--- src/rtl/pdp8_io_pkg.sv ---
// Shared PDP-8 IO bus definitions: word type, CPU major states, KL8E IOT function codes.
package pdp8_io_pkg;

  typedef logic [11:0] word_t;

  typedef enum logic [3:0] {
    F0 = 4'd0, F1 = 4'd1, F2 = 4'd2,  F3 = 4'd3,
    D0 = 4'd4, D1 = 4'd5, D2 = 4'd6,  D3 = 4'd7,
    E0 = 4'd8, E1 = 4'd9, E2 = 4'd10, E3 = 4'd11
  } cpu_state_e;

  // Keyboard (even device code) functions
  localparam logic [2:0] KCF = 3'd0;
  localparam logic [2:0] KSF = 3'd1;
  localparam logic [2:0] KCC = 3'd2;
  localparam logic [2:0] KRS = 3'd4;
  localparam logic [2:0] KIE = 3'd5;
  localparam logic [2:0] KRB = 3'd6;

  // Printer (odd device code) functions
  localparam logic [2:0] TFL = 3'd0;
  localparam logic [2:0] TSF = 3'd1;
  localparam logic [2:0] TCF = 3'd2;
  localparam logic [2:0] TPC = 3'd4;
  localparam logic [2:0] TSK = 3'd5;
  localparam logic [2:0] TLS = 3'd6;

endpackage

--- src/rtl/pdp8_kl8_chan.sv ---
// One KL8E channel: rx buffer, KF/PF/IE flags, tx holding register; IOT response is combinational.
// KL8_RX_FIFO_EN selects an RX_DEPTH-deep receive FIFO; otherwise a single-byte buffer.
module pdp8_kl8_chan
  import pdp8_io_pkg::*;
#(
  parameter int RX_DEPTH = 8
) (
  input  logic       clk,
  input  logic       reset,
  input  logic       kbd_sel_i,
  input  logic       prt_sel_i,
  input  logic       f1_i,
  input  logic [2:0] fn_i,
  input  logic [7:0] ac_i,
  output logic       skip_o,
  output logic       clear_ac_o,
  output logic       data_avail_o,
  output word_t      data_o,
  output logic       irq_o,
  input  logic [7:0] rx_data_i,
  input  logic       rx_valid_i,
  output logic       rx_ready_o,
  output logic [7:0] tx_data_o,
  output logic       tx_valid_o,
  input  logic       tx_ready_i
);

`ifdef KL8_RX_FIFO_EN
  localparam int DEPTH = RX_DEPTH;
`else
  localparam int DEPTH = 1;
  localparam int unused_rx_depth = RX_DEPTH;
`endif
  localparam int AW = (DEPTH > 1) ? $clog2(DEPTH) : 1;
  localparam int CW = $clog2(DEPTH + 1);

  logic [7:0]    mem_q [2**AW];
  logic [AW-1:0] wr_q, wr_d, rd_q, rd_d;
  logic [CW-1:0] cnt_q, cnt_d;
  logic          supp_q, supp_d, ie_q, ie_d, pf_q, pf_d;
  logic          tx_vld_q, tx_vld_d, rx_rdy_q, rx_rdy_d;
  logic [7:0]    tx_dat_q, tx_dat_d;

  logic       kbd_go, prt_go, empty, kf, push, pop, load, tx_done;
  logic [7:0] head;

  assign kbd_go  = kbd_sel_i & f1_i;
  assign prt_go  = prt_sel_i & f1_i;
  assign empty   = (cnt_q == '0);
  assign head    = empty ? 8'h00 : mem_q[rd_q];
  assign kf      = !empty & !supp_q;
  assign push    = rx_valid_i & rx_rdy_q;
  assign pop     = kbd_go & (fn_i == KRB) & !empty;
  assign load    = prt_go & ((fn_i == TPC) | (fn_i == TLS));
  assign tx_done = tx_vld_q & tx_ready_i;

  always_comb begin
    wr_d     = wr_q;
    rd_d     = rd_q;
    cnt_d    = cnt_q;
    supp_d   = supp_q;
    ie_d     = ie_q;
    pf_d     = pf_q;
    tx_vld_d = tx_vld_q;
    tx_dat_d = tx_dat_q;
    if (push) wr_d = (wr_q == AW'(DEPTH - 1)) ? '0 : wr_q + 1'b1;
    if (pop)  rd_d = (rd_q == AW'(DEPTH - 1)) ? '0 : rd_q + 1'b1;
    if (push && !pop) cnt_d = cnt_q + 1'b1;
    if (pop && !push) cnt_d = cnt_q - 1'b1;
    // A fresh byte always re-arms a flag that KCF/KCC suppressed
    if (push) supp_d = 1'b0;
    else if (kbd_go && (fn_i == KCF || fn_i == KCC)) supp_d = 1'b1;
    if (kbd_go && fn_i == KIE) ie_d = ac_i[0];
    if (tx_done) begin
      tx_vld_d = 1'b0;
      pf_d     = 1'b1;
    end
    if (prt_go && fn_i == TFL) pf_d = 1'b1;
    if (prt_go && (fn_i == TCF || fn_i == TLS)) pf_d = 1'b0;
    if (load) begin
      tx_vld_d = 1'b1;
      tx_dat_d = ac_i;
    end
    rx_rdy_d = (cnt_d != CW'(DEPTH));
  end

  always_ff @(posedge clk) begin
    if (reset) begin
      wr_q     <= '0;
      rd_q     <= '0;
      cnt_q    <= '0;
      supp_q   <= 1'b0;
      ie_q     <= 1'b1;
      pf_q     <= 1'b0;
      tx_vld_q <= 1'b0;
      tx_dat_q <= 8'h00;
      rx_rdy_q <= 1'b1;
    end else begin
      wr_q     <= wr_d;
      rd_q     <= rd_d;
      cnt_q    <= cnt_d;
      supp_q   <= supp_d;
      ie_q     <= ie_d;
      pf_q     <= pf_d;
      tx_vld_q <= tx_vld_d;
      tx_dat_q <= tx_dat_d;
      rx_rdy_q <= rx_rdy_d;
    end
  end

  always_ff @(posedge clk) begin
    if (push) mem_q[wr_q] <= rx_data_i;
  end

  always_comb begin
    skip_o       = 1'b0;
    clear_ac_o   = 1'b0;
    data_avail_o = 1'b0;
    data_o       = '0;
    if (kbd_sel_i) begin
      case (fn_i)
        KSF: skip_o = kf;
        KCC: clear_ac_o = 1'b1;
        KRS: begin
          data_avail_o = 1'b1;
          data_o       = {4'b0, head};
        end
        KRB: begin
          clear_ac_o   = 1'b1;
          data_avail_o = 1'b1;
          data_o       = {4'b0, head};
        end
        default: ;
      endcase
    end
    if (prt_sel_i) begin
      case (fn_i)
        TSF:     skip_o = pf_q;
        TSK:     skip_o = pf_q | kf;
        default: ;
      endcase
    end
  end

  assign irq_o      = ie_q & (kf | pf_q);
  assign rx_ready_o = rx_rdy_q;
  assign tx_valid_o = tx_vld_q;
  assign tx_data_o  = tx_dat_q;

endmodule

--- src/rtl/pdp8_kl8_mux.sv ---
// NCHAN KL8E keyboard/printer pairs behind one IOT decoder with a shared interrupt request.
// Build option KL8_RX_FIFO_EN enables RX_DEPTH-deep receive FIFOs (default: single-byte buffers).
module pdp8_kl8_mux
  import pdp8_io_pkg::*;
#(
  parameter int          NCHAN    = 4,
  parameter int          RX_DEPTH = 8,
  parameter logic [5:0]  DEV_BASE = 6'o40
) (
  input  logic                 clk,
  input  logic                 reset,
  input  logic                 iot,
  input  logic [3:0]           state,
  input  logic [11:0]          mb,
  input  logic [5:0]           io_select,
  input  logic [11:0]          io_data_in,
  output logic [11:0]          io_data_out,
  output logic                 io_data_avail,
  output logic                 io_interrupt,
  output logic                 io_skip,
  output logic                 io_clear_ac,
  input  logic [8*NCHAN-1:0]   rx_data,
  input  logic [NCHAN-1:0]     rx_valid,
  output logic [NCHAN-1:0]     rx_ready,
  output logic [8*NCHAN-1:0]   tx_data,
  output logic [NCHAN-1:0]     tx_valid,
  input  logic [NCHAN-1:0]     tx_ready
);

  logic [NCHAN-1:0] kbd_sel, prt_sel, ch_skip, ch_clr, ch_avail, ch_irq;
  word_t            ch_dout [NCHAN];
  logic             f1;
  logic             unused_bus_bits;

  assign f1              = (state == F1);
  assign unused_bus_bits = ^{mb[11:3], io_data_in[11:8]};

  for (genvar i = 0; i < NCHAN; i++) begin : g_chan
    localparam logic [5:0] KCODE = DEV_BASE + 6'(2 * i);

    assign kbd_sel[i] = iot && (io_select == KCODE);
    assign prt_sel[i] = iot && (io_select == KCODE + 6'd1);

    pdp8_kl8_chan #(.RX_DEPTH(RX_DEPTH)) u_chan (
      .clk          (clk),
      .reset        (reset),
      .kbd_sel_i    (kbd_sel[i]),
      .prt_sel_i    (prt_sel[i]),
      .f1_i         (f1),
      .fn_i         (mb[2:0]),
      .ac_i         (io_data_in[7:0]),
      .skip_o       (ch_skip[i]),
      .clear_ac_o   (ch_clr[i]),
      .data_avail_o (ch_avail[i]),
      .data_o       (ch_dout[i]),
      .irq_o        (ch_irq[i]),
      .rx_data_i    (rx_data[8*i +: 8]),
      .rx_valid_i   (rx_valid[i]),
      .rx_ready_o   (rx_ready[i]),
      .tx_data_o    (tx_data[8*i +: 8]),
      .tx_valid_o   (tx_valid[i]),
      .tx_ready_i   (tx_ready[i])
    );
  end

  // At most one channel is selected, so a plain OR acts as the output mux
  always_comb begin
    io_data_out = '0;
    for (int i = 0; i < NCHAN; i++) io_data_out |= ch_dout[i];
  end

  assign io_skip       = |ch_skip;
  assign io_clear_ac   = |ch_clr;
  assign io_data_avail = |ch_avail;
  assign io_interrupt  = |ch_irq;

endmodule
--- config.mk ---
export PLATFORM = sky130hd
export DESIGN_NAME = pdp8_kl8_mux
export DESIGN_NICKNAME = d
export VERILOG_FILES = /design/src/rtl/pdp8_io_pkg.sv /design/src/rtl/pdp8_kl8_chan.sv /design/src/rtl/pdp8_kl8_mux.sv
export SDC_FILE = /design/constraint.sdc
export NUM_CORES = 1
export LEC_CHECK = 0
export CAP_MARGIN = 20
export CORE_ASPECT_RATIO = 0.75
export CORE_MARGIN = 8
export CORE_UTILIZATION = 35
export CTS_BUF_LIST = sky130_fd_sc_hd__clkbuf_16
export CTS_CLUSTER_SIZE = 25
export DETAILED_ROUTE_END_ITERATION = 10
export PLACE_DENSITY = 0.73
export SETUP_SLACK_MARGIN = 0.02
export SYNTH_ARGS = -nofsm -noshare
export SYNTH_HDL_FRONTEND = slang
export SYNTH_SLANG_ARGS = --single-unit
export TNS_END_PERCENT = 10
--- constraint.sdc ---
create_clock -name clk -period 3.7 [get_ports clk]
set_input_delay 0.555 -clock clk [delete_from_list [all_inputs] [get_ports clk]]
set_output_delay 0.555 -clock clk [all_outputs]
set_load 0.02 [all_outputs]
==> flow_summary.yaml, run 1 <==
outcome:
  status: "complete, no violations"
logic_synthesis:
  yosys.area.top_type_share: 0.297
  synth_ff_type: "dfxtp_1"
  synth_area_leader_cell: "dfxtp_1"
  yosys_warnings: 0
  synthTopCellsByCount: "56 x dfxtp_1, 43 x nor2_1, 37 x mux2i_1"
  synth_seq_cells: 88
  synth_area_mm2: 0.00377
  ys_async_sr_fraction: 0
  ys_seq_area_frac: 0.552
  synth.most_common_cell: "dfxtp_1"
  syn_area_per_cell_um2: 11.0
  synthDistinctLibCells: 46
  synthTopCellsByArea: "dfxtp_1 30%, edfxtp_1 25%, mux2i_1 9.8%"
  synth_cells: 344
  synth-edff-count: 32
floorplan:
  core-area_mm2: 0.0104
  fp-row-count: 32
  die_h_um: 106
  dieArea_mm2: 0.0144
  initial_utilization: 0.362
  ios: 133
  die_x_um: 136
finish:
  area_delta_synth_final_pct: 39.2
  drive_gt1_frac: 0.0769
  diodes: 0
  final_util: 0.505
  nets: 527
clocking:
  htreeDepth: 3
  cts_buffer_depth: 2
  clk_latency_ns: 0.33
  post_cts_buffers: 0
  cts_sinks: 88
  clk_pin_slew_ns: 0.06
  cts_root_buf: "clkbuf_16"
  cts_buffers: 9
  cts_tree: "built"
sta:
  fmax_mhz: 281
  worst_slew_pin_slew_ns: 0.956
  fin_hold_ws_ns: 0.490
  relSlewSlack: 0.363
  setup-violations-final: 0
  setup_tns_ns: 0
  rsz0062_at_grt: "no"
  finalCritPeriodShare: 0.963
  slew_violations: 0
  final.min_clock_period_ns: 3.56
  finalHoldViolCount: 0
  setup_ws_ns: 0.138
  clock_skew_ns: 0.00502
setup_path:
  crit_slowest_cell: "clkdlybuf4s50_1"
  start_kind: "input pin"
  r2r_end: "g_chan[0].u_chan.cnt_q"
  required_ns: 3.14
  worst_ep_arrival_time_ns: 3.01
  slowest_delay_ns: 0.62
  path_cells: "clkdlybuf4s50_1 -> or4b_1 -> or3b_2 -> a21oi_1 -> o41a_1 -> clkdlybuf4s50_1"
  critical_path.most_common_cell: "clkdlybuf4s50_1"
  endpoint_kind: "output pin"
  crit_family: "simple AND/OR/NAND/NOR gates"
  cp_max_fo: 3
  crit_buf_inv: 2
  ff2ff_path_depth: 3
  r2r_slack_ns: 2.44
  r2r_start: "g_chan[0].u_chan.rx_ready_o"
  critical_path_class: "in -> out"
hold_path:
  whs_path_depth: 2
  min_to: "g_chan[1].u_chan.ie_q"
  min_from: "g_chan[1].u_chan.ie_q"
  hold_path_class: "reg -> reg"
drt:
  drt-pass1-iter-count: 4
  viasPerCell: 4.99
  wl_mm: 10.4
  wl_per_cell_um: 17.6
  drc_errors: 0
  drt_iter0_drc: 207
  antenna_left: 0
  vias: 2950
flow_run:
  cap_violations: 0
global_routing:
  grt_pass1_wl_mm: 16.6
  grt_max_degree: 57
  antenna_found_initial: 0
  gr-total-overflow: 0
  grt.total_usage: 0.146
  grt_pass1_vias: 2933
placed_design:
  place.port_buffers: 115
  pre_cts_ws_ns: 0.162
  gp_congestion: 0.841
  dp_hpwl_mm: 7.86
power_and_ir_drop:
  p_per_area_mw_per_mm2: 400
  p_sw_frac: 0.228
  p_total_mw: 2.10
  vdd_drop_max_mv: 0.180
  switchingPower_uw: 480
  power.share.sequential: 0.512
  intPower_mw: 1.62
  p_leak_nw: 1.94
  pwr-share-clk: 0.372
  combPwrFrac: 0.116
[routing by layer]
| metal | vias up | track usage | wire length, um |
|---|---|---|---|
| met5 | - | 0 | 0 |
| met4 | 0 | 0.0563 | 172 |
| met3 | 10 | 0.0353 | 577 |
| met2 | 90 | 0.225 | 4810 |
| met1 | 1399 | 0.194 | 4870 |
| li1 | 1451 | - | - |
[flip-flops by register name, indices dropped and copies added (netlist names)]
signal,count
g_chan.u_chan.mem_q,32
g_chan.u_chan.rx_ready_o,4
g_chan.u_chan.tx_data_o,32
g_chan.u_chan.tx_valid_o,4
g_chan.u_chan.ie_q,4
g_chan.u_chan.supp_q,4
g_chan.u_chan.cnt_q,4
g_chan.u_chan.pf_q,4
[power groups by stage]
stage | clock, mW | sequential (mW) | combinational [mW]
detailed placement | 0 | 1.10 | 0.243
finish | 0.783 | 1.08 | 0.243
global placement | 0 | 1.09 | 0.243
CTS | 0.807 | 1.08 | 0.245
floorplan | 0 | 1.09 | 0.130
global route | 0.846 | 1.08 | 0.264
[through the flow]
stage          cells  instance area, um2
2_1_floorplan    347                3780
3_3_place_gp     575                5000
3_5_place_dp     575                5000
4_1_cts          591                5250
5_1_grt          591                5250
6_report         591                5250
[layout make-up]
cell class / count / area, um2
clock buffer: 9 / 225
clock inverter: 7 / 30.0
fill: 951 / 5160
inverter: 2 / 7.51
multi-input combinational: 221 / 1490
sequential: 88 / 2080
tap: 136 / 170
timing repair buffer: 128 / 1240
[worst reg2reg max path, delay by kind of cell (launching register included)]
family                    cells  cell delay [ns]
and+or+nand+nor               2             0.59
DFF                           1             0.34
xor gates and xnor gates      1             0.18
[how the worst max path moves through the flow]
stage / from / end / cells past startpoint
after floorplan: io_select[0] / io_skip / 6
after global placement: io_select[4] / io_data_out[5] / 6
after detailed placement: io_select[4] / io_data_out[5] / 6
after CTS: io_select[4] / io_data_out[7] / 6
after global routing: io_select[0] / io_skip / 6
final: io_select[4] / io_skip / 6
[repair_timing]
item	CTS	global route
resized for setup	0	1
hold endpoints to repair	0	0
hold buffers	0	0
setup endpoints to repair	0	2
[cell usage in the layout (no fill, tap or decap), types with 3 or more instances in the layout]
cell and instances:
clkdlybuf4s50_1 114, dfxtp_1 56, nor2_1 43, mux2i_1 37, edfxtp_1 32, a21oi_1 19
nand3_1 17, buf_4 13, nand2b_1 12, nor2b_1 9, nor3_1 9, clkbuf_16 9
a221o_1 8, nand3b_1 5, o21ai_0 5, xnor2_1 5, nor4_1 5, and3b_1 4
and2_1 4, a221oi_1 4, conb_1 4, nand4_1 3, inv_1 3, clkinv_2 3
[cell families after synthesis]
logic type	synth area share
other cells	0.000994
compound gates	0.0915
buf+inv	0.0554
simple gates	0.190
xor+xnor	0.0116
mux	0.0982
flops	0.552
Note: power is estimated with default switching activity, not from simulation.
==> inputs of run 2 (changes only) <==
--- a/config.mk
+++ b/config.mk
@@ -5,7 +5,6 @@
 export SDC_FILE = /design/constraint.sdc
 export NUM_CORES = 1
 export LEC_CHECK = 0
-export CAP_MARGIN = 20
 export CORE_ASPECT_RATIO = 0.75
 export CORE_MARGIN = 8
 export CORE_UTILIZATION = 35
==> results of run 2 <==
The final DEF is identical to that of run 1; final timing and power are the same.
==> inputs of run 3 (changes only) <==
--- a/config.mk
+++ b/config.mk
@@ -7,11 +7,13 @@
 export LEC_CHECK = 0
 export CORE_ASPECT_RATIO = 0.75
 export CORE_MARGIN = 8
-export CORE_UTILIZATION = 35
+export CORE_UTILIZATION = 48
 export CTS_BUF_LIST = sky130_fd_sc_hd__clkbuf_16
 export CTS_CLUSTER_SIZE = 25
 export DETAILED_ROUTE_END_ITERATION = 10
-export PLACE_DENSITY = 0.73
+export GPL_TIMING_DRIVEN = 0
+export PLACE_DENSITY = 0.93
+export RECOVER_POWER = 25
 export SETUP_SLACK_MARGIN = 0.02
 export SYNTH_ARGS = -nofsm -noshare
 export SYNTH_HDL_FRONTEND = slang
==> flow_summary.yaml, run 3 (synthesis gave the netlist of run 1 again) <==
floorplan:
  die_h_um: 92.8
  dieArea_mm2: 0.0110
  core-area_mm2: 0.00774
  initial_utilization: 0.487
  ios: 133
  die_x_um: 118
  fp-row-count: 28
global_routing:
  grt.total_usage: 0.209
  grt_pass1_vias: 3343
  gr-total-overflow: 0
  grt_max_degree: 15
  antenna_found_initial: 0
  grt_pass1_wl_mm: 18.1
power_and_ir_drop:
  p_total_mw: 2.12
  p_per_area_mw_per_mm2: 403
  vdd_drop_max_mv: 0.241
  p_leak_nw: 2.03
clocking:
  clk_pin_slew_ns: 0.06
  cts_hold_buf: 0
  cts_sinks: 88
  cts_buffers: 9
  htreeDepth: 3
  clk_latency_ns: 0.33
  post_cts_buffers: 0
  cts_tree: "built"
  cts_buffer_depth: 2
  cts_root_buf: "clkbuf_16"
placed_design:
  place.port_buffers: 111
  pre_cts_ws_ns: -0.0694
  dp_cells: 563
  dp_hpwl_mm: 8.45
  place_area_mm2: 0.00503
  gp_congestion: 0.925
drt:
  drt_iter0_drc: 312
  wl_per_cell_um: 20.1
  drc_errors: 0
  drt-pass1-iter-count: 6
  vias: 3280
  antenna_left: 0
  wl_mm: 11.7
  viasPerCell: 5.66
sta:
  worst_slew_pin_slew_ns: 0.856
  setup-violations-final: 0
  relSlewSlack: 0.422
  rsz0062_at_grt: "no"
  slew_violations: 0
  finalCritPeriodShare: 0.967
  finalHoldViolCount: 0
  setup_tns_ns: 0
  setup_ws_ns: 0.121
  clock_skew_ns: 0.00492
  final.min_clock_period_ns: 3.58
  fmax_mhz: 279
hold_path:
  hold_path_class: "reg -> reg"
  whs_path_depth: 2
  min_to: "g_chan[0].u_chan.tx_valid_o"
  min_from: "g_chan[0].u_chan.tx_valid_o"
finish:
  nets: 546
  instances_no_fill: 580
  drive_gt1_frac: 0.0865
  mostFrequentLayoutCells: "68 x clkdlybuf4s50_1, 56 x dfxtp_1, 43 x nor2_1"
  final_common_cell: "clkdlybuf4s50_1"
  area_delta_synth_final_pct: 39.8
  stdcell_area_mm2: 0.00527
  fillerInstances: 546
setup_path:
  crit_family: "buffers and inverters"
  endpoint_kind: "output pin"
  r2r_slack_ns: 2.31
  worst_ep_arrival_time_ns: 3.02
  crit_slowest_cell: "or4b_1"
  r2r_end: "g_chan[3].u_chan.cnt_q"
  crit_buf_inv: 3
  r2r_start: "g_chan[3].u_chan.rx_ready_o"
  path_cells: "clkdlybuf4s50_1 -> or4b_1 -> buf_2 -> or3b_2 -> a21oi_1 -> o41a_1 -> dlygate4sd2_1"
  critical_path_class: "in -> out"
  ff2ff_path_depth: 3
  cp_max_fo: 8
  start_kind: "input pin"
  required_ns: 3.14
  slowest_delay_ns: 0.59
flow_run:
  cap_violations: 0
outcome:
  status: "complete, no violations"
## run 3: power by group
part	internal [mW]	total [mW]	switching [mW]
logic	0.121	0.253	0.131
clock network	0.442	0.795	0.353
registers	1.06	1.08	0.0201
## run 3: cell type report
cell class                      instances  area [um2]  area share
Sequential cell                        88        2080       0.395
Timing Repair Buffer                  111        1100       0.209
Tap cell                              105         131      0.0249
Inverter                                2        7.51     0.00142
Antenna cell                            1        2.50    0.000474
Clock buffer                            9         225      0.0427
Multi-Input combinational cell        221        1490       0.283
Clock inverter                          7        31.3     0.00593
Buffer                                 36         201      0.0382
## run 3: repair_timing
item | in CTS | in global routing
gates resized for setup | 9 | 0
endpoints found under the hold margin | 0 | 0
endpoints found under the setup margin | 9 | 0
## run 3: worst max path at each step
stage,from,to,slack [ns],cells past startpoint
2_1_floorplan,io_select[0],io_skip,0.97,6
3_3_place_gp,io_select[4],io_skip,-0.05,7
3_5_place_dp,io_select[4],io_skip,-0.07,7
4_1_cts,io_select[4],io_skip,0.17,7
5_1_grt,io_select[4],io_data_out[4],0.04,8
6_report,io_select[4],io_skip,0.12,7
## run 3: per-stage QoR
stage               hold slack, ns   util
floorplan                    0.439      -
global placement             0.464  0.649
detailed placement           0.468  0.649
CTS                          0.497  0.681
global route                 0.529  0.681
finish                       0.496  0.681
## run 3: layer usage
layer | up-vias | track usage | share of wire
met4 | 0 | 0.0808 | 0.030
met5 | - | 0 | 0
met1 | 1540 | 0.246 | 0.38
met2 | 207 | 0.360 | 0.49
met3 | 40 | 0.0559 | 0.093
li1 | 1493 | - | -
## run 3: worst reg2reg max path, cell delays in order (launching register included)
cell	delay (ns)
dfxtp_1	0.33
and2_0	0.53
xnor2_1	0.22
nor2b_1	0.17
